--- config.mk ---
export PLATFORM = sky130hd
export DESIGN_NAME = seq_frame_rx
export DESIGN_NICKNAME = d
export VERILOG_FILES = /design/src/rtl/seq_frame_rx.sv
export SDC_FILE = /design/constraint.sdc
export NUM_CORES = 1
export LEC_CHECK = 0
export ABC_AREA = 1
export CORE_UTILIZATION = 61
export DETAILED_ROUTE_END_ITERATION = 12
export PLACE_DENSITY = 0.84
export SYNTH_ARGS = -nofsm -noshare
export SYNTH_HDL_FRONTEND = slang
export SYNTH_SLANG_ARGS = --single-unit
--- constraint.sdc ---
create_clock -name clk -period 3.7 [get_ports clk]
set_clock_uncertainty 0.15 [all_clocks]
set_input_delay 1.11 -clock clk [delete_from_list [all_inputs] [get_ports clk]]
set_output_delay 1.11 -clock clk [all_outputs]
set_load 0.1 [all_outputs]
--- src/rtl/seq_frame_rx.sv ---
// seq_frame_rx: serial frame receiver.
// Hunts a HEAD_W-bit header on a strobed 1-bit stream. It then deserialises
// BYTE_NUM payload words and one checksum word (MSB first), and verifies the checksum.
// Optional macro SEQ_FRAME_RX_XOR_CHK_EN: checksum is the XOR of the payload
// words instead of their modulo-2^DATA_W sum.
module seq_frame_rx #(
  parameter int                HEAD_W   = 8,
  parameter logic [HEAD_W-1:0] HEAD_PAT = 8'hA5,
  parameter int                DATA_W   = 8,
  parameter int                BYTE_NUM = 4
) (
  input  logic                       clk,
  input  logic                       rst_n,
  input  logic                       data_en,
  input  logic                       data_in,
  input  logic                       clr,
  output logic [BYTE_NUM*DATA_W-1:0] out_data,
  output logic                       out_valid,
  output logic                       out_check_flag,
  output logic                       out_err,
  output logic                       busy
);

  localparam int             BCW       = $clog2(DATA_W);
  localparam int             WCW       = $clog2(BYTE_NUM + 1);
  localparam logic [BCW-1:0] BIT_LAST  = BCW'(DATA_W - 1);
  localparam logic [WCW-1:0] WORD_LAST = WCW'(BYTE_NUM);

  typedef enum logic [1:0] {
    HUNT = 2'd0,
    RECV = 2'd1,
    DONE = 2'd2
  } state_t;

  state_t                     state;
  logic [HEAD_W-1:0]          head_sr;
  logic [HEAD_W-1:0]          head_nxt;
  logic [BCW-1:0]             bit_cnt;
  logic [WCW-1:0]             word_cnt;
  logic [DATA_W-1:0]          sum;
  logic [DATA_W-1:0]          cur_word;
  logic [DATA_W-1:0]          word_nxt;
  logic [BYTE_NUM*DATA_W-1:0] pay_buf;
  logic                       word_done;

  // Running checksum update for one completed payload word; carry is dropped.
  function automatic logic [DATA_W-1:0] chk_acc(input logic [DATA_W-1:0] acc,
                                                input logic [DATA_W-1:0] w);
`ifdef SEQ_FRAME_RX_XOR_CHK_EN
    return acc ^ w;
`else
    return acc + w;
`endif
  endfunction

  assign head_nxt  = {head_sr[HEAD_W-2:0], data_in};
  assign word_nxt  = {cur_word[DATA_W-2:0], data_in};
  assign word_done = data_en && (bit_cnt == BIT_LAST);

  // Word deserialiser and payload store; cur_word holds the checksum word once RECV ends.
  always_ff @(posedge clk) begin
    if (state == RECV && data_en) begin
      cur_word <= word_nxt;
      if (word_done && word_cnt != WORD_LAST) begin
        pay_buf[int'(word_cnt)*DATA_W +: DATA_W] <= word_nxt;
      end
    end
  end

  // Control FSM: header hunt, bit/word counting, checksum and registered outputs.
  always_ff @(posedge clk) begin
    if (!rst_n) begin
      state          <= HUNT;
      head_sr        <= '0;
      bit_cnt        <= '0;
      word_cnt       <= '0;
      sum            <= '0;
      busy           <= 1'b0;
      out_data       <= '0;
      out_valid      <= 1'b0;
      out_check_flag <= 1'b0;
      out_err        <= 1'b0;
    end else begin
      out_valid <= 1'b0;
      out_err   <= 1'b0;
      if (clr) begin
        // Abort: discard the partial frame, leave the last result on the outputs.
        state    <= HUNT;
        head_sr  <= '0;
        bit_cnt  <= '0;
        word_cnt <= '0;
        sum      <= '0;
        busy     <= 1'b0;
      end else begin
        case (state)
          HUNT: begin
            if (data_en) begin
              head_sr <= head_nxt;
              // Sliding-window compare, so overlapping prefixes are still found.
              if (head_nxt == HEAD_PAT) begin
                state    <= RECV;
                busy     <= 1'b1;
                bit_cnt  <= '0;
                word_cnt <= '0;
                sum      <= '0;
              end
            end
          end
          RECV: begin
            if (data_en) begin
              if (bit_cnt == BIT_LAST) begin
                bit_cnt <= '0;
                if (word_cnt == WORD_LAST) begin
                  state <= DONE;
                  busy  <= 1'b0;
                end else begin
                  sum      <= chk_acc(sum, word_nxt);
                  word_cnt <= word_cnt + 1'b1;
                end
              end else begin
                bit_cnt <= bit_cnt + 1'b1;
              end
            end
          end
          DONE: begin
            // Single cycle regardless of data_en; a bit offered here is dropped.
            out_data       <= pay_buf;
            out_check_flag <= (cur_word == sum);
            out_valid      <= 1'b1;
            out_err        <= (cur_word != sum);
            head_sr        <= '0;
            state          <= HUNT;
          end
          default: begin
            state <= HUNT;
            busy  <= 1'b0;
          end
        endcase
      end
    end
  end

endmodule

Word level (Yosys, flattened, before mapping) --
Index checks and enable logic that the tools add are counted.
Word-level totals: bits in registers 99, input bits 5, output and inout bits 36, logic and storage cells 81
Cells by class: add/sub/neg operators 4, equal/unequal tests 14, shifts and indexed selects 2, muxes and demuxes 31, bitwise operators 3, reduce and logical (&&, ||, !) cells 15
Operators by type and width (count):
- 8-bit 2-to-1 mux | 5
- 6-bit negation with 33-bit output | 1
- 8-bit by 33-bit variable shift with 32-bit output (first input constant) | 1
- 8-bit by 33-bit variable part select with 32-bit output | 1
- 32-bit bitwise mux | 1
- 3-bit 2-to-1 mux | 7
- 8-bit one-hot mux with 2 select lines | 1
- 7-bit one-hot mux with 2 select lines | 1
- 3-bit one-hot mux with 2 select lines | 2
- 6-bit AND reduction | 2
- 2-bit 2-to-1 mux | 5
- 2-bit inequality test (second input constant) | 5
- 8-bit adder | 1
- 8-bit equality test | 1
- 8-bit equality test (second input constant) | 1
- 8-bit inequality test | 1
- 7-bit 2-to-1 mux | 1
- 3-bit by 1-bit adder with 3-bit output (second input constant) | 2
- 3-bit equality test (second input constant) | 2
- 1-bit 2-to-1 mux | 6
- 2-bit AND reduction | 3
- 5-bit AND reduction | 1
- 2-bit one-hot mux with 2 select lines | 1
- 4-bit AND reduction | 1
- other kinds (11) | 16

Depth between registers and ports, before layout --
depth in word-level cells 5, gate-level depth with buffers 9, mapped depth without buffers 9

Least setup slack after synthesis --
Ideal clock, no wire load.
path kind input to register, from input port data_en, to register pay_buf[10], enable pin, library setup time 371 ps, data arrival time 2089 ps, required time 3179 ps, path slack 1090 ps, cell stages on the path 5, buffers on the path 1, cells stage by stage inv_1 > nor4_4 > buf_6 > nand2_1 > nor2_1
Between the ends: word-level cells in the longest chain between the ends 3, elaborated cells between the ends (all ways) 4, those cells by class reduce/logical (4)
Ends and longest elaborated chain:
- start, declared | line 14 | input logic data_en,
- 1-bit logical AND | line 58 | assign word_done = data_en && (bit_cnt == BIT_LAST);
- 1-bit logical AND | line 64 | if (word_done && word_cnt != WORD_LAST) begin
- 2-bit AND reduction (no line) (*)
- end signal, assigned by index | line 65 | pay_buf[int'(word_cnt)*DATA_W +: DATA_W] <= word_nxt;
- end, declared | line 43 | logic [BYTE_NUM*DATA_W-1:0] pay_buf;
Mark *: on every way between the ends. The rest lies on a longest branch, timed or not. A chain may end at the register's enable or synchronous reset.

Final worst setup path --
from register word_cnt[0], to register pay_buf[2], enable pin
Between the ends: word-level cells in the longest chain between the ends 3
Ends and longest elaborated chain:
- start, declared | line 39 | logic [WCW-1:0] word_cnt;
- start signal, assigned | line 118 | word_cnt <= word_cnt + 1'b1;
- 3-bit inequality test | line 64
- 1-bit logical AND | line 64
- 2-bit AND reduction (no line)
No other way between the ends.

==> results.cfg <==
[routing]
dr.first_iter.drc_count = 156
route.detailed.drc = 5
wl_per_cell_um = 13.4
num_vias = 3132
ant_nets = 0
first_pass_iters = 8
wl_um = 7920
vias_per_cell = 5.31

[floorplanning]
die_h_um = 84.8
core.rowCount = 29
initial_utilization_pct = 64.4
core_area_mm2 = 0.00649
fp.dieW_um = 84.8
ios = 41
die-area_mm2 = 0.00719

[placement]
pre_cts_ws_ns = 0.448
io_buffers = 40
globalplace.congestion = 0.854
place_inst = 574
dp_hpwl_um = 5550

[sta]
finalMaxSlewViolations = 0
tightest_slew_ns = 0.757
fmax_ghz = 0.328
setup_slack_ns = 0.650
min_period_ns = 3.05
final-hold-violation-count = 0
setup_viol = 0
hold_slack_ns = 0.325
period_share_pct = 82.4
relSlewSlack_pct = 49.4
tns_ns = 0
rsz0062_at_grt = false

[synth]
ys_warn_count = 0
synthDistinctLibCells = 24
synth_top_area_cell = edfxtp_1
ys_seq_area_share_pct = 57.0
syn_nets = 489
syn_area_per_cell_um2 = 8.95
ys_seq_elements = 99
synth_area_mm2 = 0.00418
synth_top_cell_area_share_pct = 28.7
synth_area_leaders = edfxtp_1 (29%), dfxtp_1 (28%), nor2_1 (10%)
syn_inst = 467

[global_route]
grt_max_degree = 36
grt_overflow = 0
antenna_found_initial = 0
grt_pass1_vias = 2968
grtUsageTotal_pct = 24.5
grt_pass1_wl_um = 13700

[pwr]
clockPowerShare_pct = 37.0
power.internal_uw = 1450
seqPwrFrac_pct = 61.6
p_sw_uw = 379
p_total_uw = 1830
comb_power_share_pct = 1.4
peakVddDrop_mv = 0.249
swShare_pct = 20.8
p_leak_uw = 0.00202
power_density_mw_per_mm2 = 387

[min_path]
hp-start = pay_buf[29]$_DFFE_PP_
min_to = out_data[29]$_SDFFE_PN0P_
hold_path_class = flip-flop to flip-flop
hold_depth = 2

[final_layout]
nFillCells = 493
stdcell_count = 590
final-seq-area_mm2 = 0.00238
final_nets = 530
layout-drive-gt1-share_pct = 13.3
multi_input_area_mm2 = 0.00155
num_antenna_cells = 0
synthToLayoutAreaGrowth_pct = 12.9

[cts]
htree_levels = 3
cts_resized = 0
clock_sinks = 99
cts_root_buf = clkbuf_8
postCtsHoldBufs = 0
post-cts-setup-buffers = 0
cts_buffer_depth = 2
clk_latency_ns = 0.36
numCtsBuffers = 9
clkSlewWorstSetupHoldPaths_ns = 0.09
tritoncts = built

[critical_path]
timing.rr.end = pay_buf[2]$_DFFE_PP_
cp_max_fo = 22
cp-start-kind = flip-flop
reg2reg_depth = 6
cp-end-kind = flip-flop
regToRegSetupSlack_ns = 0.65
worstPathRequired_ns = 3.55
crit_arrival_ns = 2.90
crit_type = flip-flop to flip-flop
worstReg2RegStart = word_cnt[0]$_SDFFE_PP0P_

[run_status]
failed_checks = DRC
status = finished with violations

[run]
cap_violations = 0
stage by stage:
stage / util [%] / instance area, um2
2_1_floorplan: - / 4180
4_1_cts: 72.7 / 4720
6_report: 72.7 / 4720
3_3_place_gp: 69.7 / 4530
5_1_grt: 72.7 / 4720
3_5_place_dp: 69.7 / 4530
routing by layer:
| metal | part of all wire, % | vias up | global-route usage, % |
|---|---|---|---|
| met1 | 46 | 1448 | 31.4 |
| met3 | 3.7 | 21 | 5.01 |
| met2 | 47 | 77 | 40.1 |
| li1 | - | 1586 | - |
| met5 | 0 | - | 0 |
| met4 | 2.8 | 0 | 11.4 |
kinds of logic (layout without fill, tap and decap cells):
| kind of cell | after synthesis | count (layout) | share of synthesized area, % |
|---|---|---|---|
| flip-flops | 99 | 99 | 57.0 |
| buffers and inverters | 55 | 101 | 6.04 |
| XOR/XNOR | 11 | 11 | 2.30 |
| AO/OA/AOI/OAI | 65 | 65 | 7.78 |
| AND/OR/NAND/NOR | 220 | 220 | 21.6 |
| adder cells (fa/ha/maj) | 17 | 17 | 5.27 |
registers in the layout, indices dropped and copies added, names as in the netlist:
signal,count
out_check_flag,1
state,2
cur_word,8
out_data,32
busy,1
pay_buf,32
word_cnt,3
bit_cnt,3
out_err,1
out_valid,1
head_sr,7
sum,8
cells in the mapped netlist:
cell type	n
a21oi_1	29
buf_2	4
nand3_1	14
nor3_1	13
nand2_1	73
dfxtp_1	59
edfxtp_1	40
nand2_2	1
buf_6	5
nand4_1	1
fa_1	1
or2_2	3
inv_1	35
buf_1	2
ha_1	16
xor2_1	11
inv_2	4
buf_4	1
nor2_4	1
nand2_4	1
nor4_4	1
nor2_1	112
clkbuf_1	4
o21ai_0	36
placed cells by master (no fill, tap or decap), drive strengths merged:
cell type	count
nor2	113
nand2	75
dfxtp	59
buf	42
edfxtp	40
inv	40
o21ai	36
a21oi	29
ha	16
nand3	14
nor3	13
xor2	11
clkbuf	10
clkdlybuf4s50	4
or2	3
clkinv	3
nor4	1
nand4	1
fa	1
clkinvlp	1
bufinv	1
power by group through the flow:
stage	registers, uW	logic (uW)	clock network [uW]
final	1130	25.5	675
after global routing	1130	28.5	724
after CTS	1130	25.0	685
after detailed placement	1150	25.1	0
after global placement	1150	24.5	0
after floorplan	1150	14.1	0
worst max-delay path: stages, from the launching register on:
cell     delay (ns)
dfxtp_1        0.77
inv_1          0.19
ha_1           0.28
ha_1           0.26
nor4_4         0.43
nand2_1        0.09
nor2_1         0.52
how the worst max path moves through the flow:
stage	startpoint	end	slack (ns)	cells past startpoint
final	word_cnt[0]$_SDFFE_PP0P_	pay_buf[2]$_DFFE_PP_	0.65	6
after global routing	word_cnt[0]$_SDFFE_PP0P_	pay_buf[0]$_DFFE_PP_	0.42	6
after CTS	word_cnt[0]$_SDFFE_PP0P_	pay_buf[2]$_DFFE_PP_	0.65	6
after detailed placement	data_in	sum[4]$_SDFFE_PP0P_	0.45	8
after global placement	data_in	sum[4]$_SDFFE_PP0P_	0.47	8
after floorplan	data_en	pay_buf[10]$_DFFE_PP_	1.09	5
cell type report:
| type | count | area share, % |
|---|---|---|
| sequential | 99 | 50.5 |
| multi-input combinational | 313 | 32.8 |
| timing repair buffer | 46 | 7.53 |
| inverter | 39 | 3.10 |
| clock buffer | 10 | 2.70 |
| tap | 77 | 2.04 |
| clock inverter | 6 | 1.38 |
No activity file was read; power rests on OpenSTA's default activity.
